<file path="config.mk">
export PLATFORM = sky130hd
export DESIGN_NAME = erase_sequencer
export DESIGN_NICKNAME = d
export VERILOG_FILES = /design/src/rtl/erase_sequencer.sv
export SDC_FILE = /design/constraint.sdc
export NUM_CORES = 1
export LEC_CHECK = 0
export BUFFER_PORTS_ARGS = -buffer_cell sky130_fd_sc_hd__buf_2
export CAP_MARGIN = 10
export CELL_PAD_IN_SITES_DETAIL_PLACEMENT = 1
export CELL_PAD_IN_SITES_GLOBAL_PLACEMENT = 1
export CORE_ASPECT_RATIO = 1.25
export CORE_MARGIN = 2
export CORE_UTILIZATION = 40
export DETAILED_ROUTE_END_ITERATION = 10
export PLACE_DENSITY = 0.86
export SLEW_MARGIN = 20
export SYNTH_ARGS = -nofsm -noshare
export SYNTH_HDL_FRONTEND = slang
export SYNTH_SLANG_ARGS = --single-unit
</file>
<file path="constraint.sdc">
create_clock -name clk -period 5.3 [get_ports clk]
set_clock_uncertainty 0.1 [all_clocks]
set_input_delay 1.06 -clock clk [delete_from_list [all_inputs] [get_ports clk]]
set_output_delay 1.06 -clock clk [all_outputs]
set_load 0.05 [all_outputs]
</file>
<file path="src/rtl/erase_sequencer.sv">
// Erase sequencer for VT100 ED/EL commands: sweeps the affected text-RAM cell
// range and issues one blank-cell write per granted cycle.
module erase_sequencer #(
    parameter int COLUMNS = 80,
    parameter int ROWS    = 24
) (
    input  logic        clk,
    input  logic        rst,
    input  logic        req,
    input  logic [2:0]  mode,
    input  logic [7:0]  cursor_row,
    input  logic [7:0]  cursor_col,
    input  logic [7:0]  fill_attr,
    input  logic        wr_grant,
    output logic        wr_en,
    output logic [15:0] wr_addr,
    output logic [15:0] wr_data,
    output logic        busy,
    output logic        done
);

    localparam logic [1:0] IDLE = 2'd0;
    localparam logic [1:0] CALC = 2'd1;
    localparam logic [1:0] RUN  = 2'd2;
    localparam logic [1:0] DONE = 2'd3;

    localparam logic [15:0] COLS      = 16'(COLUMNS);
    localparam logic [15:0] LAST_CELL = 16'(ROWS * COLUMNS - 1);
    localparam logic [7:0]  ROW_MAX   = 8'(ROWS - 1);
    localparam logic [7:0]  COL_MAX   = 8'(COLUMNS - 1);

    logic [1:0]  state;
    logic [2:0]  mode_r;
    logic [7:0]  row_r;
    logic [7:0]  col_r;
    logic [15:0] end_addr;

    logic        accept;
    logic [15:0] line_addr;
    logic [15:0] cur_addr;
    logic [15:0] start_calc;
    logic [15:0] end_calc;

    // Reserved modes 6-7 are never accepted, so they leave the block idle.
    assign accept = req && (mode <= 3'd5) && (state == IDLE || state == DONE);

    assign line_addr = {8'h00, row_r} * COLS;
    assign cur_addr  = line_addr + {8'h00, col_r};

    // NOTE: both outputs get a default before the case so no path leaves them
    // unassigned, which would otherwise infer a latch.
    always_comb begin
        start_calc = line_addr;
        end_calc   = line_addr + COLS - 16'd1;
        case (mode_r)
            3'd0: begin start_calc = cur_addr;  end_calc = LAST_CELL; end
            3'd1: begin start_calc = 16'd0;     end_calc = cur_addr;  end
            3'd2: begin start_calc = 16'd0;     end_calc = LAST_CELL; end
            3'd3: begin start_calc = cur_addr;  end_calc = line_addr + COLS - 16'd1; end
            3'd4: begin start_calc = line_addr; end_calc = cur_addr;  end
            default: ;
        endcase
    end

    // NOTE: every register here, including the datapath, is reset so the
    // write port presents known values straight out of reset; state uses
    // non-blocking assignments so all registers update together at the edge.
    always_ff @(posedge clk or posedge rst) begin
        if (rst) begin
            state    <= IDLE;
            mode_r   <= 3'd0;
            row_r    <= 8'd0;
            col_r    <= 8'd0;
            end_addr <= 16'd0;
            wr_addr  <= 16'd0;
            wr_data  <= 16'd0;
        end else begin
            case (state)
                IDLE, DONE: begin
                    if (accept) begin
                        mode_r  <= mode;
                        row_r   <= (cursor_row > ROW_MAX) ? ROW_MAX : cursor_row;
                        col_r   <= (cursor_col > COL_MAX) ? COL_MAX : cursor_col;
                        wr_data <= {fill_attr, 8'h20};
                        state   <= CALC;
                    end else begin
                        state <= IDLE;
                    end
                end
                CALC: begin
                    wr_addr  <= start_calc;
                    end_addr <= end_calc;
                    state    <= RUN;
                end
                RUN: begin
                    // An ungranted cycle holds the address so no cell is skipped.
                    if (wr_grant) begin
                        if (wr_addr == end_addr) begin
                            state <= DONE;
                        end else begin
                            wr_addr <= wr_addr + 16'd1;
                        end
                    end
                end
                default: state <= IDLE;
            endcase
        end
    end

    assign wr_en = (state == RUN);
    assign busy  = (state == CALC) || (state == RUN);
    assign done  = (state == DONE);

endmodule

</file>
==> summary.txt <==
Detailed routing
  – DR pass1 iterations: 5
  – Routed len/inst: 20.05 um
  – Via density: 5.928
  – WL final: 12.77 mm
  – Antenna Violating Nets Remaining: 0
  – Vias: 3776
  – 1st-iter DRT viols: 205
  – Drc violations: 0

Yosys
  – Post-Synthesis Mean Instance Area: 9.140 um2
  – Yosys cell types: 67
  – Post-synth EDFFs: 0
  – Synth warnings: 0
  – Ys flop type: dfrtp_1
  – Ys async rst share: 100.0%
  – Sequential element share of the synthesized area: 37.47%
  – Netlist Area Pre-Place: 4140 um2
  – Flops & latches, synth: 62
  – Syn Inst Count: 453

STA
  – Setup_tns: 0 ps
  – Final Setup Violations: 0
  – Unrepaired setup endpoints after global routing: false
  – Final Cycle Share: 60.19%
  – Final hold vios: 0
  – Worst Max-Slew Pin Slew: 836.3 ps
  – Final Max Tran Viols: 0
  – Relative slew slack: 43.85%
  – FMAX: 313.5 MHz
  – Hold_ws: 365.5 ps
  – Final min period: 3190 ps

Worst setup path
  – Cell family with most CP delay: adder cells
  – Worst path required time: 5420 ps
  – Setup slack, reg-to-reg: 2110 ps
  – Crit path from: row_r[1]
  – Startpoint Class: flip-flop
  – CP max-delay cell: fa_1
  – Crit path largest cell delay: 490 ps
  – Most used cell, CP: ha_1
  – Arr. time, crit path: 3310 ps
  – R2r startpoint: row_r[1]
  – Crit path kind: reg2reg
  – Worst Setup End Kind: flip-flop
  – Max FO, Critical Path: 6
  – Reg-to-reg critical path endpoint: wr_addr[12]
  – Depth of the worst register-to-register path: 9
  – Buf/Inv on CP: 0
  – Crit-path cells: ha_1 > ha_1 > fa_1 > a211oi_2 > nor2_1 > or2_2 > a2111oi_2 > o21ai_1 > a222oi_1

Layout
  – Area added between synthesis and finish: 14.84%
  – Final Cell Area: 4755 um2
  – Filler cells: 1192
  – Layout cells sized above 1: 21.06%
  – Fin nets: 557
  – Inserted Diodes: 0

Place
  – Hpwl dp: 9.497 mm
  – Placed inst area: 4487 um2
  – Buffers added on ports: 58
  – Gpl congestion: 0.9641

Floorplanning
  – Row count: 41
  – Ports: 66
  – Core area: 10110 um2
  – Area of the die: 11190 um2
  – Die Ht: 117.7 um
  – Die X: 95.00 um
  – Starting density of the core: 40.97%

Clock tree
  – H-tree levels: 3
  – Hold-fix buffers, CTS: 0
  – CTS buffer count: 9
  – Number of buffers added for setup after CTS: 0
  – Worst skew pair latency: 340 ps
  – CTS max path bufs: 2
  – Clock Root Buffer: clkbuf_16
  – CTS tree: done
  – Total clock sinks: 62
  – Clock slew at reported path FFs: 50 ps
  – # resized after CTS: 0

Status
  – Status: completed

Min path
  – Worst Hold Endpoint: wr_data[5]
  – Hold depth: 1
  – Worst hold start: wr_data[5]
  – Hold WC Path Type: reg2reg

Global route
  – Antenna violations before repair: 0
  – GRT Overall Usage: 24.31%
  – Global-route wire length before repair: 20.96 mm
  – Pin count of the biggest net entering global routing: 63
  – Gr ovfl total: 0
  – Vias in the first global route: 4004

Run
  – Max_cap viols: 0

Power
  – PD cells: 717.0 nW/um2
  – Leak Pwr: 2.018 nW
  – Maximum vdd drop: 0.3104 mV
[per-layer routing]
metal / vias up / track usage (%) / share of wire [%]
met5: - / 0 / 0
met3: 28 / 4.673 / 4.0
li1: 1755 / - / -
met1: 1881 / 29.54 / 41
met4: 0 / 11.50 / 3.4
met2: 112 / 40.74 / 52
[how the worst max path moves through the flow]
stage	cells after the start	slack, ps	endpoint
5_1_grt	9	1880	wr_addr[12]
4_1_cts	9	2100	wr_addr[12]
2_1_floorplan	9	2390	wr_addr[12]
6_report	9	2110	wr_addr[12]
3_3_place_gp	9	2210	wr_addr[12]
3_5_place_dp	9	2130	wr_addr[12]
[cell usage after synthesis (2+ instances only)]
| cell type | n | share of area (%) |
|---|---|---|
| nand4_1 | 9 | 1.4 |
| a22oi_1 | 3 | 0.54 |
| nor4_1 | 3 | 0.45 |
| a221o_1 | 2 | 0.48 |
| dfrtp_1 | 62 | 37 |
| clkbuf_1 | 13 | 1.2 |
| xor2_1 | 2 | 0.42 |
| or3_1 | 4 | 0.60 |
| nor2b_1 | 9 | 1.4 |
| o21ai_1 | 3 | 0.36 |
| mux2_2 | 9 | 2.4 |
| o31ai_1 | 2 | 0.36 |
| ha_1 | 21 | 6.3 |
| nand3_1 | 15 | 1.8 |
| nand3b_1 | 2 | 0.36 |
| o221ai_1 | 5 | 1.1 |
| and3_1 | 3 | 0.45 |
| buf_6 | 2 | 0.54 |
| nor3_1 | 9 | 1.1 |
| a21oi_1 | 35 | 4.2 |
| or2_2 | 3 | 0.45 |
| mux2i_1 | 3 | 0.73 |
| nand2_1 | 24 | 2.2 |
| xnor2_2 | 2 | 0.79 |
| nor2_1 | 48 | 4.4 |
| xnor2_1 | 20 | 4.2 |
| o22a_1 | 10 | 2.1 |
| buf_4 | 8 | 1.5 |
| a31o_2 | 3 | 0.63 |
| a221oi_1 | 4 | 0.85 |
| inv_1 | 21 | 1.9 |
| o211ai_1 | 5 | 0.91 |
| o21ai_0 | 27 | 3.3 |
| o41ai_1 | 2 | 0.42 |
| a211o_1 | 2 | 0.42 |
| o22ai_1 | 3 | 0.45 |
| and2_1 | 2 | 0.30 |
| a31oi_1 | 8 | 1.2 |
| fa_1 | 2 | 0.97 |
| xor2_2 | 2 | 0.79 |
| a222oi_1 | 3 | 0.73 |
| buf_2 | 6 | 0.73 |
| a21o_1 | 8 | 1.5 |
[state kept, by name, summed over array words and instances, names as in the netlist]
signal / cells
col_r: 8
end_addr: 16
mode_r: 3
row_r: 8
state: 2
wr_addr: 16
wr_data: 9
[logic make-up after synthesis]
logic type	Yosys count	synth area share, %
muxes	12	3.173
xor gates and xnor gates	26	6.226
other	1	0.09057
adders and majority gates	23	7.313
and+or+nand+nor	138	16.38
buffers and inverters	50	5.803
DFF	62	37.47
AOI/OAI and AO/OA	141	23.54
[layout by cell type, fill, tap and decap left out, types with 4 or more instances in the layout]
cell type and instances:
buf_4 4, dfrtp_1 62, ha_1 21, mux2_2 9
nor2_1 48, nand2_1 24, o22a_1 10, xnor2_1 20
o221ai_1 5, nor2b_1 9, a21o_1 8, conb_1 7
clkbuf_16 9, o211ai_1 5, inv_1 20, a31oi_1 8
nand4_1 9, o21ai_0 27, buf_2 58, nor3_1 9
nand3_1 15, or3_1 4, a221oi_1 4, a21oi_1 34
[power breakdown]
group          switching (mW)  internal, mW  leakage [nW]  total (mW)
clock                   0.216         0.314         0.128       0.531
sequential              0.235         0.657         0.722       0.892
combinational            1.34         0.650          1.17        1.99
[area by class of cell]
type / instances / area, um2 / area share (%)
clock buffers: 10 / 229.0 / 4.816
clock inverters: 6 / 38.79 / 0.8158
inverters: 21 / 78.83 / 1.658
multi-input cells: 347 / 2375 / 49.95
flip-flops and latches: 62 / 1551 / 32.63
well taps: 129 / 161.4 / 3.395
repair buffers: 62 / 320.3 / 6.737
[metrics by stage]
step                util (%)  worst slack, ps  cells  total power [mW]
floorplan                  -             2393    459             2.361
global placement       44.40             2209    621             2.781
detailed placement     44.40             2131    621             2.864
finish                 47.05             2110    637             3.409
CTS                    47.05             2099    637             3.418
global route           47.05             1878    637             3.649
(Power assumes the default switching activity.)
